### src/rtl/fifo_pkg.sv
// Shared constants and types for the async FIFO write-side logic.
package fifo_pkg;

  localparam int DATA_WIDTH     = 8;
  localparam int STAT_CNT_WIDTH = 16;

  typedef enum logic [1:0] {
    OCC_EMPTY = 2'd0,
    OCC_ONE   = 2'd1,
    OCC_TWO   = 2'd2
  } skid_occ_t;

endpackage

### src/rtl/fifo_sat_counter.sv
// Statistics counter that stops at all-ones instead of wrapping.
module fifo_sat_counter #(
  parameter int WIDTH = 16
) (
  input  logic             clk,
  input  logic             rst,
  input  logic             inc,
  output logic [WIDTH-1:0] count
);

  localparam logic [WIDTH-1:0] ONE_C = {{(WIDTH-1){1'b0}}, 1'b1};
  localparam logic [WIDTH-1:0] MAX_C = {WIDTH{1'b1}};

  // count up on inc until saturated
  always_ff @(posedge clk or posedge rst) begin
    if (rst) begin
      count <= '0;
    end else if (inc && (count != MAX_C)) begin
      count <= count + ONE_C;
    end
  end

endmodule

### src/rtl/fifo_wr_ingress.sv
// Write-side ingress adapter: valid/ready stream into FIFO write strobe through a
// 2-entry skid buffer, with saturating accept/stall statistics.
module fifo_wr_ingress
  import fifo_pkg::*;
#(
  parameter int DATA_WIDTH = fifo_pkg::DATA_WIDTH,
  parameter int CNT_WIDTH  = STAT_CNT_WIDTH
) (
  input  logic                  clk,
  input  logic                  rst,
  input  logic                  flush,
  input  logic                  s_valid,
  output logic                  s_ready,
  input  logic [DATA_WIDTH-1:0] s_data,
  input  logic                  full,
  output logic                  wr_en,
  output logic [DATA_WIDTH-1:0] wr_data,
  output logic [CNT_WIDTH-1:0]  accept_cnt,
  output logic [CNT_WIDTH-1:0]  stall_cnt,
  output logic [1:0]            occupancy
);

  skid_occ_t             r_occ;
  skid_occ_t             w_occ_nxt;
  logic                  r_rdy_en;
  logic [DATA_WIDTH-1:0] r_entry0;
  logic [DATA_WIDTH-1:0] r_entry1;
  logic                  w_push;
  logic                  w_pop;
  logic                  w_stall;

  // s_ready depends only on flops and flush, never on full or s_valid
  assign s_ready   = r_rdy_en & (r_occ != OCC_TWO) & ~flush;
  assign w_push    = s_valid & s_ready;
  assign w_pop     = (r_occ != OCC_EMPTY) & ~full & ~flush;
  assign w_stall   = (r_occ != OCC_EMPTY) & full & ~flush;
  assign wr_en     = w_pop;
  assign wr_data   = r_entry0;
  assign occupancy = r_occ;

  // ready enable comes up one edge after reset release
  always_ff @(posedge clk or posedge rst) begin
    if (rst) begin
      r_rdy_en <= 1'b0;
    end else begin
      r_rdy_en <= 1'b1;
    end
  end

  // occupancy state register
  always_ff @(posedge clk or posedge rst) begin
    if (rst) begin
      r_occ <= OCC_EMPTY;
    end else begin
      r_occ <= w_occ_nxt;
    end
  end

  // occupancy next state; flush wins over push/pop
  always_comb begin
    w_occ_nxt = r_occ;
    if (flush) begin
      w_occ_nxt = OCC_EMPTY;
    end else begin
      case (r_occ)
        OCC_EMPTY: w_occ_nxt = w_push ? OCC_ONE : OCC_EMPTY;
        OCC_ONE: begin
          if (w_push && !w_pop) begin
            w_occ_nxt = OCC_TWO;
          end else if (!w_push && w_pop) begin
            w_occ_nxt = OCC_EMPTY;
          end else begin
            w_occ_nxt = OCC_ONE;
          end
        end
        OCC_TWO:   w_occ_nxt = w_pop ? OCC_ONE : OCC_TWO;
        default:   w_occ_nxt = OCC_EMPTY;
      endcase
    end
  end

  // skid entries: entry0 is the head; a push lands in whichever slot frees up
  always_ff @(posedge clk or posedge rst) begin
    if (rst) begin
      r_entry0 <= '0;
      r_entry1 <= '0;
    end else if (!flush) begin
      case (r_occ)
        OCC_EMPTY: if (w_push) r_entry0 <= s_data;
        OCC_ONE: begin
          if (w_push && w_pop) begin
            r_entry0 <= s_data;
          end else if (w_push) begin
            r_entry1 <= s_data;
          end
        end
        OCC_TWO:   if (w_pop) r_entry0 <= r_entry1;
        default: begin
          r_entry0 <= r_entry0;
          r_entry1 <= r_entry1;
        end
      endcase
    end
  end

  fifo_sat_counter #(.WIDTH(CNT_WIDTH)) u_accept_cnt (
    .clk   (clk),
    .rst   (rst),
    .inc   (w_push),
    .count (accept_cnt)
  );

  fifo_sat_counter #(.WIDTH(CNT_WIDTH)) u_stall_cnt (
    .clk   (clk),
    .rst   (rst),
    .inc   (w_stall),
    .count (stall_cnt)
  );

endmodule

### config.mk
export PLATFORM = sky130hd
export DESIGN_NAME = fifo_wr_ingress
export DESIGN_NICKNAME = d
export VERILOG_FILES = /design/src/rtl/fifo_pkg.sv /design/src/rtl/fifo_sat_counter.sv /design/src/rtl/fifo_wr_ingress.sv
export SDC_FILE = /design/constraint.sdc
export NUM_CORES = 1
export LEC_CHECK = 0
export CORE_UTILIZATION = 40
export CTS_CLUSTER_SIZE = 12
export DETAILED_ROUTE_END_ITERATION = 16
export PLACE_DENSITY = 0.77
export SETUP_SLACK_MARGIN = 0.5
export SLEW_MARGIN = 20
export SYNTH_ARGS = -nofsm -noshare
export SYNTH_HDL_FRONTEND = slang
export SYNTH_SLANG_ARGS = --single-unit
### constraint.sdc
create_clock -name clk -period 2.4 [get_ports clk]
set_input_delay 0.24 -clock clk [delete_from_list [all_inputs] [get_ports clk]]
set_output_delay 0.24 -clock clk [all_outputs]
set_load 0.03 [all_outputs]
**Word level (Yosys, flattened, before mapping)**

Index checks and enable logic that the tools add are counted.

- Logic and storage cells: 48
- Input bits: 13
- Flip-flop bits (word level): 51

- Add/sub/neg operators: 2
- Eq/ne operators: 8
- Reductions and logical operators: 12
- Multiplexer cells: 10
- Bitwise operators: 10

Operator list:

| kind | number |
|---|---|
| $add 16x1->16 const B | 2 |
| $ne 16x16->1 const B | 2 |
| $mux 8 | 3 |
| $pmux 8 s3 | 1 |
| $and 1x1->1 | 7 |
| $mux 2 | 3 |
| $ne 2x2->1 const B | 3 |
| $pmux 2 s3 | 1 |
| $logic_and 1x1->1 | 5 |
| $reduce_and 5->1 | 1 |
| $reduce_and 4->1 | 1 |
| $not 1->1 | 3 |
| $reduce_bool 3->1 | 1 |
| $eq 2x1->1 const B | 1 |
| $eq 2x2->1 const B | 1 |
| $logic_not 1->1 | 2 |
| $logic_not 2->1 | 1 |
| $mux 1 | 2 |
| $ne 2x1->1 const B | 1 |
| $reduce_bool 2->1 | 1 |

**Logic depth before layout (Yosys ltp)**

- Depth after elaboration: 10
- Depth in mapped cells: 10

**By module**

From an unflattened synthesis, not the netlist that was laid out.

- Cells, all modules: 210
- Area, all modules: 2,538.7 um^2

By module, submodules not included:

| module | times used | area each (um^2) | cells an instance | seq. area each (um^2) |
|---|---|---|---|---|
| fifo_sat_counter | 2 | 805.8 | 71 | 400.4 |
| fifo_wr_ingress | 1 | 927.1 | 68 | 475.5 |

**Worst setup path after synthesis**

OpenSTA, ideal clock, no wires.

- Path kind: register to register
- From: reg r_occ[0] (netlist: occupancy[0])
- To: reg r_entry0[0] (netlist: wr_data[0])
- Data required time: 2.275 ns
- Setup slack: -0.181 ns
- Library setup time: 0.125 ns
- Arrival: 2.457 ns
- Buffers on the path: 2
- Stages on the path, launching flop included: 11
- Clock period less this slack: 2.581 ns
- Cells stage by stage: dfrtp_1 > buf_2 > or2b_1 > clkbuf_1 > nand2_1 > inv_1 > ha_1 > nand2_1 > o21ai_0 > a21oi_1 > mux2_2

- Cells in the longest elaborated chain, start to end: 7
- Elaborated cells on any way between the ends: 17
- Classes of those cells: eq/ne: 6; mux: 1; bitwise: 5; reduce/logical: 5

Ends and longest elaborated chain:

| item | line | text |
|---|---|---|
| start, declared | fifo_wr_ingress.sv:23 | `skid_occ_t r_occ;` |
| start signal, assigned | fifo_wr_ingress.sv:55 | `r_occ <= w_occ_nxt;` |
| $ne 2x2->1 | fifo_wr_ingress.sv:33 | `assign s_ready = r_rdy_en & (r_occ != OCC_TWO) & ~flush;` |
| $and 1x1->1 (2 in series) | fifo_wr_ingress.sv:33 |  |
| $and 1x1->1 | fifo_wr_ingress.sv:34 | `assign w_push = s_valid & s_ready;` |
| $logic_and 1x1->1 | fifo_wr_ingress.sv:91 | `if (w_push && w_pop) begin` |
| $ne 2x2->1 (no source line) | - |  |
| $reduce_and 5->1 (no source line) | - |  |
| end signal, assigned | fifo_wr_ingress.sv:89 | `OCC_EMPTY: if (w_push) r_entry0 <= s_data;` |
| end signal, assigned | fifo_wr_ingress.sv:92 | `r_entry0 <= s_data;` |
| end signal, assigned | fifo_wr_ingress.sv:97 | `OCC_TWO: if (w_pop) r_entry0 <= r_entry1;` |
| end, declared | fifo_wr_ingress.sv:26 | `logic [DATA_WIDTH-1:0] r_entry0;` |

Several ways; a longest one is shown, not always the timed one.
A chain may end at the register's enable or synchronous reset.

**Worst setup path after layout**

- From: reg u_accept_cnt.count[0]
- To: reg u_accept_cnt.count[12]

- Cells in the longest elaborated chain, start to end: 2
- Elaborated cells on any way between the ends: 3
- Classes of those cells: add/sub: 1; eq/ne: 1; reduce/logical: 1

Ends and longest elaborated chain:

| item | line | text |
|---|---|---|
| start, declared | fifo_sat_counter.sv:8 | `output logic [WIDTH-1:0] count` |
| start signal, assigned | fifo_sat_counter.sv:19 | `count <= count + ONE_C;` |
| parallel branches: the longest is 2 deep, another holds $add 16x1->16 | - |  |

Several ways; the timed one is not identified.

==> metrics.txt <==
status finished, final reports clean; vias in the first global route 2060; Max Cap Viol 0; initial antenna violation count 0; Overall Global Routing Usage 0.192; setup slack at placement 0.0648 ns; Placeable Area 6060 sq um; Mean Syn Cell Area 10.7 sq um; M1 wire length 2650 microns; f_max 537 MHz; CTS Buf Count 5; Post-Synthesis Cells 239; fin crit share 0.776; antenna fix cells 0; I/O pin cnt 57; H-tree Lvls 2; layout cells sized above 1 0.271; part of the power in the clock network 0.256; sequential element share of the synthesized area 0.497; routed via count 2059; Worst Path Arrival 2.10 ns; Yosys reg bits 51; Post-synth EDFFs 0; final WL 5960 microns; Avg WL per Cell 15.2 microns; DR pass1 iterations 4; die area 6740 sq um; Die Wd 82.1 microns; antenna-violating nets left 0; Max Used Layer met4; Initial Util 0.424; buffers added on ports 56; RSZ-0062 raised after global routing true; startpoint types register; CTS root buf clkbuf_8; Combinational Power Share 0.282; NumNets Final 333; Internal Power 1.67 mW; ys flop type dfrtp_1; max-slew violation count 0; r2r startpoint u_accept_cnt.count[0]$_DFFE_PP0P_; wire length on met3 337 microns; met2 wire length 2910 microns; VDD IR max 0.452 mV; YS warnings 0; minimum clock period 1.86 ns; post-DR vias/cell 5.25; Worst Hold Class input port to asynchronous set/reset pin; Net Sw Frac 0.316; Setup Viol. Count Final 0; total design power 2.44 mW; Net Count, Synth 256; total gr overflow 0; Sequential Power Share 0.461; clk_lat worst skew 0.31 ns; leakage power 1.67 nW; r2r endpoint u_accept_cnt.count[12]$_DFFE_PP0P_; synthesized cell area 2570 sq um; placed insts 370; setup ws final 0.538 ns; pwr dens 664 nW/um^2; Cell variety after synth 42; CTS tree built; critical path fanouts, max 5; Hold-fix buffers, CTS 0; TNS Setup 0 ns; dpl hpwl 4050 microns; asr flop ratio synth 1.00; CP endpoint kind register; first-pass GRT wire length 9800 microns; Hold Vio Cnt, Final 0; Non-Filler Instances 392; Clock Skews 0.0102 ns; # DRC 0; Worst slew margin 0.533; Switching Power 0.771 mW; largest net degree at the start of global routing 52; Layout area overhead 43.3%; row cnt 28; CP Class register to register; CTS clk-pin slew, worst paths 0.10 ns; DRT iter0 DRCs 64; Max clock buf depth 2; Sink Count 51; FILL cells 492; gpl congestion 0.777; r2r setup slk 0.54 ns; Worst-Margin Slew 0.697 ns; Die Height 82.1 microns; worst path required time 2.64 ns; R2R depth 5
[area by class of cell]
type | instances | area, sq um | area share
Clock inverter | 2 | 35.0 | 0.00952
Inverter | 6 | 22.5 | 0.00612
Multi-Input combinational cell | 175 | 1420 | 0.386
Sequential cell | 51 | 1280 | 0.349
Tap cell | 75 | 93.8 | 0.0255
Timing Repair Buffer | 77 | 739 | 0.201
Clock buffer | 6 | 82.6 | 0.0224
[through the flow]
stage / utilization / instance area (sq um) / hold WS (ns)
floorplan: - / 2720 / 0.388
global placement: 0.556 / 3370 / 0.482
detailed placement: 0.556 / 3370 / 0.491
CTS: 0.588 / 3570 / 0.301
global route: 0.607 / 3680 / 0.328
finish: 0.607 / 3680 / 0.291
[repair_timing]
action                                  4_1_cts  5_1_grt
buffers inserted                              7        7
endpoints found under the setup margin       24       30
gates cloned                                  0        0
pin swaps                                     2        7
gates resized for setup                       6       17
[metal layers]
metal	vias up	GRT usage
met5	-	0
met4	0	0.0596
met3	5	0.0538
met2	54	0.320
met1	1009	0.242
li1	991	-
[cells in the final DEF (no fill, tap or decap), types with 7 or more instances in the layout]
cell,netlist,final
xor2_1,22,22
buf_4,0,18
nand3_1,14,12
mux2_2,18,10
nor2_1,14,14
nand2_1,36,34
dfrtp_2,0,7
mux2_4,0,9
dfrtp_1,51,44
clkdlybuf4s50_1,0,53
[critical path, stage by stage (launching register included)]
cell	delay, ns
dfrtp_2	0.41
ha_1	0.19
nand4_1	0.23
or3_1	0.46
nor4_1	0.34
xor2_1	0.17
[power groups by stage]
stage                     Combinational (mW)  Sequential [mW]  Clock (mW)
final                                  0.689             1.13       0.626
after global routing                   0.740             1.15       0.674
after CTS                              0.691             1.13       0.642
after detailed placement               0.683             1.14           0
after global placement                 0.664             1.14           0
after floorplan                        0.211             1.32           0
[cells in the mapped netlist, types with 2 or more instances]
master / count / area [sq um]
a211oi_1: 5 / 37.5
a21oi_1: 6 / 30.0
a31oi_1: 2 / 12.5
and3_1: 4 / 25.0
buf_2: 2 / 10.0
buf_6: 2 / 22.5
clkbuf_1: 3 / 11.3
dfrtp_1: 51 / 1280
ha_1: 4 / 50.1
inv_1: 6 / 22.5
mux2_1: 2 / 22.5
mux2_2: 18 / 203
mux2i_1: 3 / 30.0
nand2_1: 36 / 135
nand3_1: 14 / 70.1
nand4_1: 5 / 31.3
nor2_1: 14 / 52.6
nor3_1: 8 / 40.0
nor3b_1: 2 / 15.0
nor4_1: 5 / 31.3
nor4_2: 2 / 25.0
nor4b_1: 2 / 17.5
o21ai_0: 2 / 10.0
xnor2_1: 2 / 17.5
xor2_1: 22 / 193
[flip-flops by register name, summed over array words and instances, names as in the netlist]
signal and cells:
occupancy 2, r_entry1 8, r_rdy_en 1, u_accept_cnt.count 16
u_stall_cnt.count 16, wr_data 8
[worst max-delay path by stage]
| stage | startpoint | to | slack, ns | cells past startpoint |
|---|---|---|---|---|
| 3_5_place_dp | flush | wr_data[4]$_DFFE_PP0P_ | 0.06 | 9 |
| 5_1_grt | u_accept_cnt.count[0]$_DFFE_PP0P_ | u_accept_cnt.count[12]$_DFFE_PP0P_ | 0.41 | 5 |
| 3_3_place_gp | s_valid | u_accept_cnt.count[15]$_DFFE_PP0P_ | 0.11 | 5 |
| 6_report | u_accept_cnt.count[0]$_DFFE_PP0P_ | u_accept_cnt.count[12]$_DFFE_PP0P_ | 0.54 | 5 |
| 4_1_cts | u_accept_cnt.count[0]$_DFFE_PP0P_ | u_accept_cnt.count[12]$_DFFE_PP0P_ | 0.50 | 5 |
| 2_1_floorplan | occupancy[0]$_DFF_PP0_ | wr_data[0]$_DFFE_PP0P_ | 0.25 | 10 |
[logic make-up (layout without fill, tap and decap cells)]
group | after synthesis | count (layout) | share of synthesized area
other cells | 1 | 1 | 0.00146
buf+inv | 13 | 91 | 0.0258
compound gates | 18 | 18 | 0.0482
flops | 51 | 51 | 0.497
mux | 23 | 23 | 0.0994
xor+xnor | 24 | 24 | 0.0819
fa+ha+maj | 4 | 4 | 0.0195
simple gates | 105 | 105 | 0.227
(Power assumes the default switching activity.)
